## src/rtl/game_ctrl.sv

```systemverilog
// game_ctrl: run/freeze/restart sequencer for the Dino game.
// Synchronizes the start button, sequences IDLE/RUN/DEAD/WAIT, keeps the
// session high score and a difficulty level tracked from the BCD score.
module game_ctrl #(
   parameter int LOCKOUT_TICKS = 30,
   parameter int MAX_LEVEL     = 7,
   parameter int LEVEL_W       = 3
) (
   input  logic               clk,
   input  logic               rst_n,
   input  logic               btn,
   input  logic               collision,
   input  logic               game_tick,
   input  logic [19:0]        score,
   output logic               game_start,
   output logic               game_frozen,
   output logic [19:0]        high_score,
   output logic               new_high,
   output logic [LEVEL_W-1:0] speed_level,
   output logic [1:0]         state
);

   // Handshake note: this block has no valid/ready pairs; game_start is a
   // single-cycle strobe and every other output is a level that is only
   // meaningful while it is held.

   typedef enum logic [1:0] {
      IDLE = 2'd0,
      RUN  = 2'd1,
      DEAD = 2'd2,
      WAIT = 2'd3
   } state_t;

   localparam logic [7:0]         LOCK_INIT = 8'(LOCKOUT_TICKS);
   localparam logic [LEVEL_W-1:0] LEVEL_MAX = LEVEL_W'(MAX_LEVEL);
   localparam logic [LEVEL_W-1:0] LEVEL_ONE = LEVEL_W'(1);

   state_t      st;
   logic        btn_s1;
   logic        btn_s2;
   logic        btn_s2_d;
   logic        press;
   logic [7:0]  lock_cnt;
   logic [3:0]  hund_ref;

   assign state = st;

   // Two-flop synchronizer plus registered rising-edge detect of the button.
   always_ff @(posedge clk or negedge rst_n) begin
      if (!rst_n) begin
         btn_s1   <= 1'b0;
         btn_s2   <= 1'b0;
         btn_s2_d <= 1'b0;
         press    <= 1'b0;
      end else begin
         btn_s1   <= btn;
         btn_s2   <= btn_s1;
         btn_s2_d <= btn_s2;
         press    <= btn_s2 & ~btn_s2_d;
      end
   end

   // Game FSM with all outputs, high score and speed tracking registered.
   always_ff @(posedge clk or negedge rst_n) begin
      if (!rst_n) begin
         st          <= IDLE;
         game_start  <= 1'b0;
         game_frozen <= 1'b1;
         high_score  <= 20'h0;
         new_high    <= 1'b0;
         speed_level <= '0;
         lock_cnt    <= 8'd0;
         hund_ref    <= 4'd0;
      end else begin
         game_start <= 1'b0;
         case (st)
            IDLE, WAIT: begin
               // A fresh press starts a run; the score counter clears on game_start.
               if (press) begin
                  st          <= RUN;
                  game_start  <= 1'b1;
                  game_frozen <= 1'b0;
                  new_high    <= 1'b0;
                  speed_level <= '0;
                  hund_ref    <= 4'd0;
               end
            end
            RUN: begin
               // Any change of the hundreds digit (including 9->0) bumps the level.
               if (score[11:8] != hund_ref) begin
                  hund_ref <= score[11:8];
                  if (speed_level < LEVEL_MAX) begin
                     speed_level <= speed_level + LEVEL_ONE;
                  end
               end
               // Collision has priority over press; press is a jump while running.
               if (collision) begin
                  st          <= DEAD;
                  game_frozen <= 1'b1;
                  lock_cnt    <= LOCK_INIT;
                  // Valid BCD orders the same as plain binary.
                  if (score > high_score) begin
                     high_score <= score;
                     new_high   <= 1'b1;
                  end else begin
                     new_high   <= 1'b0;
                  end
               end
            end
            DEAD: begin
               // Lockout counts frame ticks; the last tick moves straight to WAIT.
               if (game_tick) begin
                  if (lock_cnt <= 8'd1) begin
                     st       <= WAIT;
                     lock_cnt <= 8'd0;
                  end else begin
                     lock_cnt <= lock_cnt - 8'd1;
                  end
               end
            end
            default: begin
               st          <= IDLE;
               game_frozen <= 1'b1;
            end
         endcase
      end
   end

endmodule

```

## config.mk

```make
export PLATFORM = sky130hd
export DESIGN_NAME = game_ctrl
export DESIGN_NICKNAME = d
export VERILOG_FILES = /design/src/rtl/game_ctrl.sv
export SDC_FILE = /design/constraint.sdc
export NUM_CORES = 1
export LEC_CHECK = 0
export CORE_UTILIZATION = 46
export CTS_BUF_LIST = sky130_fd_sc_hd__clkbuf_8 sky130_fd_sc_hd__clkbuf_16
export CTS_CLUSTER_SIZE = 24
export DETAILED_ROUTE_END_ITERATION = 8
export HOLD_SLACK_MARGIN = 0.02
export PLACE_DENSITY = 0.85
export SLEW_MARGIN = 20
export SYNTH_ARGS = -nofsm -noshare
export SYNTH_HDL_FRONTEND = slang
export SYNTH_SLANG_ARGS = --single-unit
```

## constraint.sdc

```tcl
create_clock -name clk -period 2.2 [get_ports clk]
set_input_delay 0.33 -clock clk [delete_from_list [all_inputs] [get_ports clk]]
set_output_delay 0.33 -clock clk [all_outputs]
set_load 0.005 [all_outputs]
```

# == After elaboration in Yosys (flattened, before gate mapping) ==
# Index checks and enable logic that the tools add are counted.
# op_classes
n_lt_le_gt_ge,3
bitwise,2
addsub,2
mux,24
eq_ne,10
n_reduce_logical,10
# ops
op,count
2-to-1 mux 8 bit,3
greater-than comparator 20 bit,1
case mux 8 bit (2 select lines),1
"!= test 2 bit, second input constant",6
AND reduction 3 bit,4
2-to-1 mux 3 bit,3
"less-or-equal comparator 8 x 1 -> 1 bit, second input constant",1
2-to-1 mux 2 bit,4
2-to-1 mux 4 bit,2
case mux 4 bit (2 select lines),1
AND reduction 4 bit,2
"subtractor 8 x 1 -> 8 bit, second input constant",1
2-to-1 mux 1 bit,6
case mux 2 bit (3 select lines),1
case mux 3 bit (2 select lines),1
"== test 2 bit, second input constant",2
!= test 4 bit,1
case mux 1 bit (2 select lines),2
nonzero test 2 bit,2
"adder 3 x 1 -> 3 bit, second input constant",1
"< comparator 3 bit, second input constant",1
"== test 2 x 1 -> 1 bit, second input constant",1
logical NOT 2 bit,1
OR reduction 2 bit,1
2 further kinds,2
# totals
ff_bits,44
word_cells,63

# == Depth between registers and ports, before layout ==
# Gate-level depths: netlist of the first run.
# logic_depth
word_depth,4
depth_mapped,9

# == Least setup slack after synthesis of the first run ==
# OpenSTA, ideal clock, no wires.
# synth_timing
kind,flip-flop to flip-flop
startpoint,register high_score[13]
endpoint,register high_score[0]
t_required_ns,2.075
setup_slack_ns,0.058
path_stages_with_launch,10
n_path_buf,1
synth_period_minus_slack_ns,2.142
t_arrival_ns,2.017
path_cell_list,dfrtp_1 -> inv_1 -> ha_1 -> a21o_1 -> nand3_1 -> a21oi_1 -> a2111o_1 -> o21ai_2 -> buf_6 -> mux2_4
# synth_via
elab_chain_cells,2
# synth_rtl
item,line_no,source
start: declaration,17,"output logic [19:0] high_score,"
start signal: assignment,103,high_score <= score;
greater-than comparator 20 bit,102,if (score > high_score) begin
AND reduction 3 bit (no source line),n/a,
# No other way between the ends.
# A chain may end at the register's enable or synchronous reset.

# == Worst setup path in the final report of the first run ==
# layout_timing
startpoint,register high_score[5]
endpoint,register high_score[14]
# The elaborated chain is that of the path after synthesis.

==> summary by stage, run 1 <==
Synth
The post-synthesis share of cell area spent on full adders, half adders and majority gates is 12.59%. The synthesized area is 2584 um2. The async set-reset flop share out of synthesis is 100.0%.

Summed over its instances, the top area cell type makes up 41.65% of the synthesized netlist area. The sequential element share of the synthesized area is 42.66%. The complex-gate fraction of the synthesized area is 13.12%. sky130_fd_sc_hd__dfrtp_1 is the most common cell in the netlist. Measured against the total synthesized area, the mux share comes to 11.62%.

The cell count after synthesis came out at 250. Of all cell types, the one taking the most synthesized area is sky130_fd_sc_hd__dfrtp_1. The combinational family with the most area after synthesis is compound AO/OA/AOI/OAI gates.

After synthesis, the mean cell area works out to 10.33 um2. In this run, synthesis produced a sequential element count of 44. By count the netlist is led by sky130_fd_sc_hd__dfrtp_1 (43), sky130_fd_sc_hd__inv_1 (30), sky130_fd_sc_hd__ha_1 (26). The most used flip-flop cell after synthesis is sky130_fd_sc_hd__dfrtp_1. Summing the areas of all xor and xnor instances in the mapped netlist gives 1.695% of the synthesized area. The warning count from the yosys run is 0. By area the synthesized netlist is led by sky130_fd_sc_hd__dfrtp_1 (42%), sky130_fd_sc_hd__ha_1 (13%), sky130_fd_sc_hd__mux2_4 (12%). When the netlist entered floorplanning its net count stood at 301. The synthesized design contains 0 enable-type register cells. The number of distinct library cells after synthesis is 39.

The simple-gate portion of the synthesized area is 12.78%.

Worst hold path
The hold-critical path depth is 0. The path with the worst hold slack has its endpoint at btn_s2$_DFF_PN0_. The worst hold path startpoint is btn_s1$_DFF_PN0_.

The path category of the worst min-delay check is flop to flop.

Worst setup path
For this run, the slowest stage of the critical path takes 0.47 ns. The slowest stage of the critical path is the sky130_fd_sc_hd__a2111o_1 cell. The data required time of the critical path is 2.39 ns. The signal on the critical path passes through inv_1, ha_4, nand4_1, nor4_4, a2111o_1, o21ai_4, buf_6, mux2_4. The largest fanout on the critical path is 6. The kind of start point of the critical path is a flop.

The count of cells along the worst register-to-register path is 8. Across all register-to-register paths, the minimum setup slack is -0.10 ns. The reg-to-reg critical path startpoint is high_score[5]$_DFFE_PN0P_. The endpoint type of the worst setup path is a flop. The worst path buffer plus inverter count is 2. The endpoint identified for the worst register-to-register timing path is high_score[14]$_DFFE_PN0P_.

The most critical setup path has its startpoint at high_score[5]$_DFFE_PN0P_. At the worst endpoint, the arrival time is 2.49 ns. The worst setup path category is flop to flop. In this design, the largest share of critical-path delay is due to compound AO/OA/AOI/OAI gates.

Finish
After filler insertion, the fill cell instance count of the layout stands at 355. The number of antenna diodes in the final layout is 0. In the final design database the tool counted 391 nets.

The area growth from synthesis to layout is 48.72%. The post-route netlist has 29.91% of its cells at a drive strength greater than 1. After routing the design area is 3842 um2. Summing all flip-flop and latch instances after layout gives 1102 um2. Summing all multi-input logic gate instances after layout gives 1602 um2.

Run status
The final reports fail on setup timing. The run finished, with violations left.

STA
Static timing analysis puts the maximum clock frequency at 434.1 MHz. Setup repair after global routing could not meet its margin everywhere. The setup total negative slack is -1.725 ns. The worst path uses 104.7% of the clock period.

The worst clock skew is 0.01816 ns. The smallest clock period supported by the final layout is computed as 2.304 ns. The final worst-path setup slack is -0.1038 ns. The headroom to the max-slew limit is 65.06%. The number of setup violations in the final report is 20. At the pin with the least slew margin, the transition time is 0.5241 ns. The number of max-slew violations in the final report came to 0.

The number of hold violations in the final report is 0.

Clock network
The maximum count of clock buffers along a single path is 2. The H-tree was split into 2 levels. The insertion delay of the later-clocked pin in the worst-skew pair is 0.31 ns. The CTS tree is built.

The CTS root buffer is sky130_fd_sc_hd__clkbuf_8. Buffers inserted during clock tree synthesis total 5. After clock tree synthesis, the clock-pin slew on the worst setup and hold paths is 0.09 ns.

Clock tree synthesis found a total of 44 sinks.

Place
Timing analysis after detailed placement gives a worst setup slack of -0.4990 ns. The half-perimeter wire length after placement is 4107 um. In this run the cell area measured after placement is 3357 um2.

Input and output buffers added on the ports amount to 52. Routability-driven placement finished with a final weighted congestion of 0.7841.

Drt
After detailed routing, the number of remaining DRC violations is 0. In this run, the number of DRC markers left after iteration 0 of detailed routing was 160. After detailed routing, the average wire length per cell comes to 18.13 um. For this block, the via count after detailed routing is 2239. The post-detailed-route count of antenna-violating nets is 0.

The via density per instance is 5.448. The pre-antenna-repair detailed-routing pass consisted of 4 iterations. After detailed routing, the total wire length is 7451 um.

Pwr
The internal power contribution is 3.064 mW. The worst-case IR drop observed on VDD is 0.5817 mV. The switching part of the total power is 36.90%. The proportion of power drawn by combinational gates is 57.8%.

In this run, the clock network consumes 13.9% of the power. For this design the ratio of total power to cell area is 1264 nW/um2. The leakage power total is 1.817 nW. The sequential share of power is 28.3%. The net switching power is 1.792 mW.

GRT
The global-route wire length before repair is 10090 um. The total overflow reported by the global router is 0. The via count of the first global-routing pass is 2160. The number of antenna violations at the first check in global routing came to 0. The total global-route track usage is 21.88%. Entering global routing, the biggest net connects 24 pins.

Die
The starting density of the core is 49.03%. The die covers 5921 um2. During I/O placement, the number of pins put on the boundary was 53. The vertical extent of the die is 76.95 um. The core region is 5270 um2. The number of standard-cell rows in the floorplan is 26. Measured along the x axis, the die boundary spans 76.95 um.

Run
The max-cap violation count is 0.
timing repair:
action	4_1_cts	5_1_grt
endpoints found under the setup margin	20	20
pin swaps	23	8
hold endpoints to repair	20	0
buffers inserted	1	6
gates resized for setup	31	32
hold buffers	1	0
cloned	2	0
worst register-to-register path, cell delays in order, from the launching register on:
cell and delay [ns]:
sky130_fd_sc_hd__dfrtp_1 0.40, sky130_fd_sc_hd__inv_1 0.14, sky130_fd_sc_hd__ha_4 0.24, sky130_fd_sc_hd__nand4_1 0.12
sky130_fd_sc_hd__nor4_4 0.07, sky130_fd_sc_hd__a2111o_1 0.47, sky130_fd_sc_hd__o21ai_4 0.25, sky130_fd_sc_hd__buf_6 0.19
sky130_fd_sc_hd__mux2_4 0.31
power by group through the flow:
| stage | clock network, mW | registers [mW] | logic (mW) |
|---|---|---|---|
| floorplan | 0 | 1.36 | 1.18 |
| global placement | 0 | 1.35 | 2.09 |
| detailed placement | 0 | 1.36 | 2.17 |
| CTS | 0.675 | 1.35 | 2.36 |
| global route | 0.711 | 1.41 | 3.03 |
| finish | 0.675 | 1.38 | 2.81 |
per-layer routing:
metal / track usage (%) / vias up / share of wire [%]
li1: - / 1045 / -
met1: 26.94 / 1104 / 41
met2: 38.13 / 72 / 53
met3: 4.167 / 18 / 4.0
met4: 7.308 / 0 / 2.8
met5: 0 / - / 0
worst max-delay path by stage:
| stage | to | slack (ns) | cells past startpoint |
|---|---|---|---|
| 2_1_floorplan | high_score[0]$_DFFE_PN0P_ | 0.06 | 9 |
| 3_3_place_gp | high_score[15]$_DFFE_PN0P_ | -0.42 | 8 |
| 3_5_place_dp | high_score[12]$_DFFE_PN0P_ | -0.50 | 8 |
| 4_1_cts | high_score[12]$_DFFE_PN0P_ | -0.006 | 8 |
| 5_1_grt | high_score[9]$_DFFE_PN0P_ | -0.14 | 8 |
| 6_report | high_score[14]$_DFFE_PN0P_ | -0.10 | 8 |
kinds of logic after synthesis:
kind of cell | after synthesis
adders and majority gates | 26
and+or+nand+nor | 66
buffers and inverters | 34
AOI/OAI and AO/OA | 55
DFF | 44
xor gates and xnor gates | 5
muxes | 20
registers in the layout, summed over array words and instances (netlist names):
signal / cells
btn_s1: 1
game_frozen: 1
press: 1
new_high: 1
state: 2
lock_cnt: 8
speed_level: 3
btn_s2: 1
game_start: 1
hund_ref: 4
btn_s2_d: 1
high_score: 20
per-stage QoR:
step | std cells | power, mW | util [%] | hold WS, ns
after floorplan | 250 | 2.539 | - | 0.03441
after global placement | 393 | 3.440 | 63.70 | 0.3358
after detailed placement | 393 | 3.526 | 63.70 | 0.3288
after CTS | 405 | 4.378 | 68.85 | 0.3646
after global routing | 411 | 5.147 | 72.91 | 0.3744
final | 411 | 4.856 | 72.91 | 0.3650
final cells by class:
cell class / instances / area share [%]
multi-input combinational: 172 / 41.68
sequential: 44 / 28.69
timing repair buffer: 87 / 21.26
inverter: 30 / 2.931
tap: 70 / 2.279
clock buffer: 6 / 2.149
clock inverter: 2 / 1.009
layout by cell type (no fill, tap or decap), types with 2 or more instances in the layout:
cell                              instances
sky130_fd_sc_hd__buf_4                   29
sky130_fd_sc_hd__buf_6                    4
sky130_fd_sc_hd__nor3_1                   5
sky130_fd_sc_hd__dlygate4sd2_1           11
sky130_fd_sc_hd__a21oi_1                 12
sky130_fd_sc_hd__inv_2                   10
sky130_fd_sc_hd__a31oi_1                  2
sky130_fd_sc_hd__nand2_1                 24
sky130_fd_sc_hd__ha_4                    17
sky130_fd_sc_hd__clkdlybuf4s50_1         31
sky130_fd_sc_hd__inv_1                   20
sky130_fd_sc_hd__o22a_1                   3
sky130_fd_sc_hd__o31ai_1                  2
sky130_fd_sc_hd__mux2_4                  20
sky130_fd_sc_hd__nand3_1                  7
sky130_fd_sc_hd__nor2b_1                  4
sky130_fd_sc_hd__xnor2_1                  4
sky130_fd_sc_hd__clkbuf_8                 6
sky130_fd_sc_hd__dfrtp_1                 43
sky130_fd_sc_hd__dlymetal6s2s_1           9
sky130_fd_sc_hd__nand2b_1                 3
sky130_fd_sc_hd__o21ai_0                  3
sky130_fd_sc_hd__o211ai_1                 2
sky130_fd_sc_hd__ha_1                     9
sky130_fd_sc_hd__nor2_1                  14
sky130_fd_sc_hd__a21o_1                   3
sky130_fd_sc_hd__nand4_4                  2
sky130_fd_sc_hd__a21oi_2                  3
sky130_fd_sc_hd__o21ai_1                 16
No activity file was read; power rests on OpenSTA's default activity.
==> run 2, diff against run 1 <==
--- a/config.mk
+++ b/config.mk
@@ -5,12 +5,12 @@
 export SDC_FILE = /design/constraint.sdc
 export NUM_CORES = 1
 export LEC_CHECK = 0
-export CORE_UTILIZATION = 46
+export CORE_UTILIZATION = 55
 export CTS_BUF_LIST = sky130_fd_sc_hd__clkbuf_8 sky130_fd_sc_hd__clkbuf_16
-export CTS_CLUSTER_SIZE = 24
 export DETAILED_ROUTE_END_ITERATION = 8
+export DONT_BUFFER_PORTS = 1
 export HOLD_SLACK_MARGIN = 0.02
-export PLACE_DENSITY = 0.85
+export PLACE_DENSITY = 0.74
 export SLEW_MARGIN = 20
 export SYNTH_ARGS = -nofsm -noshare
 export SYNTH_HDL_FRONTEND = slang
==> run 2 against run 1 <==
Compared with the run above:
- the flow finishes with violations (DRC, setup timing)
- routed wire length shrank 21%
- combinational power shrank 19%
- cell count shrank 17%
- cell area shrank 15%
- non-clock buffer count shrank 53
- sequential power shrank 3%
- setup slack gained 0.049 ns
- critical path type unchanged
- critical endpoint is now high_score[7]$_DFFE_PN0P_
- largest cell class unchanged
- largest power group unchanged
==> summary by stage, run 2 (synthesis gave the netlist of run 1 again) <==
Place
The half-perimeter wire length after placement came to 3717 um (was 4107 um). The number of port buffers is 0 (was 52). The global placement routability congestion is 0.8131 (was 0.7841).

Drt
The met1 wire length is 2505 um (was 3030 um). The number of optimization iterations in the first detailed-route pass was 6 (was 4). The total met2 wirelength after detailed routing came to 2997 um (was 3914 um). The routed length per placed instance is 17.27 um (was 18.13 um). The highest routing layer actually used is met4 (unchanged). The total wire length is 5872 um (was 7451 um). The via density per instance is 5.824 (was 5.448). The total via count in the routed design is 1980 (was 2239). The final routed DRC violation total came to 8 (was 0). The first-iteration detailed-routing DRC count came to 155 (was 160).

The post-detailed-route count of antenna-violating nets was 0 (unchanged). The amount of wire on met3 after detailed routing came to 266 um (was 301 um).

Pwr
The leakage power total is 1.528 nW (was 1.817 nW). The total power density per cell area is 1300 nW/um2 (was 1264 nW/um2). The total design power is 4.230 mW (was 4.856 mW).

The maximum vdd ir drop is 0.7130 mV (was 0.5817 mV).

Die
The number of standard-cell rows in the floorplan is 24 (was 26). The starting density of the core is 58.14% (was 49.03%). The full die area is 4976 um2 (was 5921 um2).

The die boundary width is 70.54 um (was 76.95 um). The I/O pin total is 53 (unchanged). The core box area came to 4444 um2 (was 5270 um2). The vertical extent of the die is 70.54 um (was 76.95 um).

GRT
The global-route wire length before repair is 9901 um (was 10090 um). The number of antenna violations at the first check in global routing is 0 (unchanged). The maximum number of pins on one net before global-route repair is 45 (was 24). The total overflow reported by the global router came to 0 (unchanged).

The via count of the first global-routing pass is 2087 (was 2160). The total global-route track usage is 25.55% (was 21.88%).

STA
The part of the cycle the worst path needs is 102.5% (was 104.7%). The final worst-path setup slack is -0.05466 ns (was -0.1038 ns). The worst hold margin is 0.05631 ns (was 0.3650 ns).

The number of setup violations in the final report is 20 (unchanged). The headroom to the max-slew limit is 52.63% (was 65.06%). The number of max-slew violations in the final report is 0 (unchanged).

The slew at the pin closest to its max-slew limit was 0.7045 ns (was 0.5241 ns). The number of hold violations in the final report is 0 (unchanged). The worst clock skew is 0.01011 ns (was 0.01816 ns). The setup total negative slack came to -0.7390 ns (was -1.725 ns).

RSZ-0062 raised after global routing: true (unchanged). The fmax came to 443.5 MHz (was 434.1 MHz). The final critical delay including setup and external delays is 2.255 ns (was 2.304 ns).

Clock network
The total CTS buffers is 5 (unchanged). The total number of clock tree sinks came to 44 (unchanged). The CTS root buffer was sky130_fd_sc_hd__clkbuf_8 (unchanged).

The maximum count of clock buffers along a single path was 2 (unchanged). The level count of the clock H-tree is 2 (unchanged). The insertion delay of the later-clocked pin in the worst-skew pair was 0.30 ns (was 0.31 ns).

The CTS tree is built (unchanged). The clock slew at the register clock pins of the worst setup and hold paths was 0.09 ns (about the same).

Finish
The share of final-layout standard cells stronger than drive strength 1 is 31.94% (was 29.91%). The number of nets in the layout is 338 (was 391). Highest-count cells in the layout ignoring fill and taps: sky130_fd_sc_hd__dfrtp_1 (43), sky130_fd_sc_hd__inv_1 (27), sky130_fd_sc_hd__buf_4 (27), sky130_fd_sc_hd__nand2_1 (24), sky130_fd_sc_hd__mux2_4 (20) (was sky130_fd_sc_hd__dfrtp_1 (43), sky130_fd_sc_hd__clkdlybuf4s50_1 (31), sky130_fd_sc_hd__buf_4 (29), sky130_fd_sc_hd__nand2_1 (24)).

The register ranked first by flip-flop count is high_score (unchanged). The number of antenna cells inserted came to 0 (unchanged). The area growth from synthesis to layout is 25.96% (was 48.72%). The most common cell after layout, fill and taps aside is sky130_fd_sc_hd__dfrtp_1 (unchanged). The flip-flop count of the largest register after layout is 20 (unchanged).

Largest regs: high_score (20), lock_cnt (8), hund_ref (4) (unchanged). The utilization after layout is 73.23% (was 72.91%).

Worst hold path
The path category of the worst min-delay check is input port to flop (was flop to flop).

Worst setup path
The endpoint type of the worst setup path was a flop (unchanged). The critical path arrival is 2.43 ns (was 2.49 ns). The largest fanout on the critical path came to 6 (unchanged). The data required time of the critical path was 2.38 ns (was 2.39 ns). The kind of start point of the critical path is a flop (unchanged). The worst setup path category is flop to flop (unchanged).

Run status
Status: complete, but fails checks (unchanged). Failing checks: DRC, setup timing (was setup timing).

Run
The max-cap violation count is 0 (unchanged).
==> run 2: cell count changes in the layout (fill, tap and decap cells not counted), sizes merged <==
cell	before	now
clkdlybuf4s50	31	0
inv	30	31
dlygate4sd2	11	0
buf	35	33
clkbuf	6	5
dlymetal6s2s	9	0
==> run 2: layout make-up <==
type | instances | area, um2
multi-input combinational | 172 | 1570
inverter | 30 | 112.6
timing repair buffer | 34 | 296.5
clock buffer | 5 | 68.82
tap | 52 | 65.06
sequential | 44 | 1102
fill | 308 | 1190
clock inverter | 3 | 38.79
==> run 2: what timing repair did <==
action                                  in CTS  in global routing
setup buffers                                6                  1
pin swaps                                   10                  4
hold endpoints to repair                    44                  0
hold buffers                                 2                  0
resized for setup                           30                 12
endpoints found under the setup margin      20                 20
cloned                                       2                  0
==> run 2: metrics by stage <==
| step | worst slack, ns | instances | instance area, um2 |
|---|---|---|---|
| detailed placement | -0.07656 | 324 | 2814 |
| global route | -0.1249 | 340 | 3254 |
| finish | -0.05466 | 340 | 3254 |
| CTS | -0.01807 | 342 | 3232 |
| floorplan | 0.05768 | 250 | 2584 |
| global placement | -0.01178 | 324 | 2814 |
==> run 2: worst paths after layout <==
kind / startpoint / endpoint / slack, ns / depth (start not counted)
worst max register to register: high_score[15]$_DFFE_PN0P_ / high_score[7]$_DFFE_PN0P_ / -0.05 / 8
min in group asynchronous: rst_n / high_score[18]$_DFFE_PN0P_ / 0.53 / 2
worst min-delay path: btn / btn_s1$_DFF_PN0_ / 0.06 / 0
max in group asynchronous: rst_n / game_frozen$_DFFE_PN1P_ / 1.40 / 2
worst min register to register: btn_s1$_DFF_PN0_ / btn_s2$_DFF_PN0_ / 0.35 / 0
worst max-delay path: high_score[15]$_DFFE_PN0P_ / high_score[7]$_DFFE_PN0P_ / -0.05 / 8
==> run 2: metal layers <==
| layer | vias up | GRT usage (%) |
|---|---|---|
| li1 | 948 | - |
| met1 | 976 | 33.30 |
| met2 | 45 | 43.26 |
| met5 | - | 0 |
| met4 | 0 | 8.222 |
| met3 | 11 | 5.128 |
==> run 2: critical path, cell delays in order, from the launching register on <==
cell                       delay, ns
sky130_fd_sc_hd__dfrtp_1        0.39
sky130_fd_sc_hd__inv_1          0.10
sky130_fd_sc_hd__ha_4           0.23
sky130_fd_sc_hd__a21oi_4        0.16
sky130_fd_sc_hd__a21oi_2        0.08
sky130_fd_sc_hd__a2111o_1       0.42
sky130_fd_sc_hd__o21ai_4        0.26
sky130_fd_sc_hd__buf_6          0.19
sky130_fd_sc_hd__mux2_4         0.30
==> run 2: report_power, final <==
| group | leakage (nW) | internal [mW] | total, mW | switching (mW) |
|---|---|---|---|---|
| Clock | 0.0593 | 0.333 | 0.608 | 0.275 |
| Sequential | 0.536 | 1.11 | 1.34 | 0.232 |
| Combinational | 0.932 | 1.20 | 2.28 | 1.08 |
| Total | 1.53 | 2.64 | 4.23 | 1.58 |
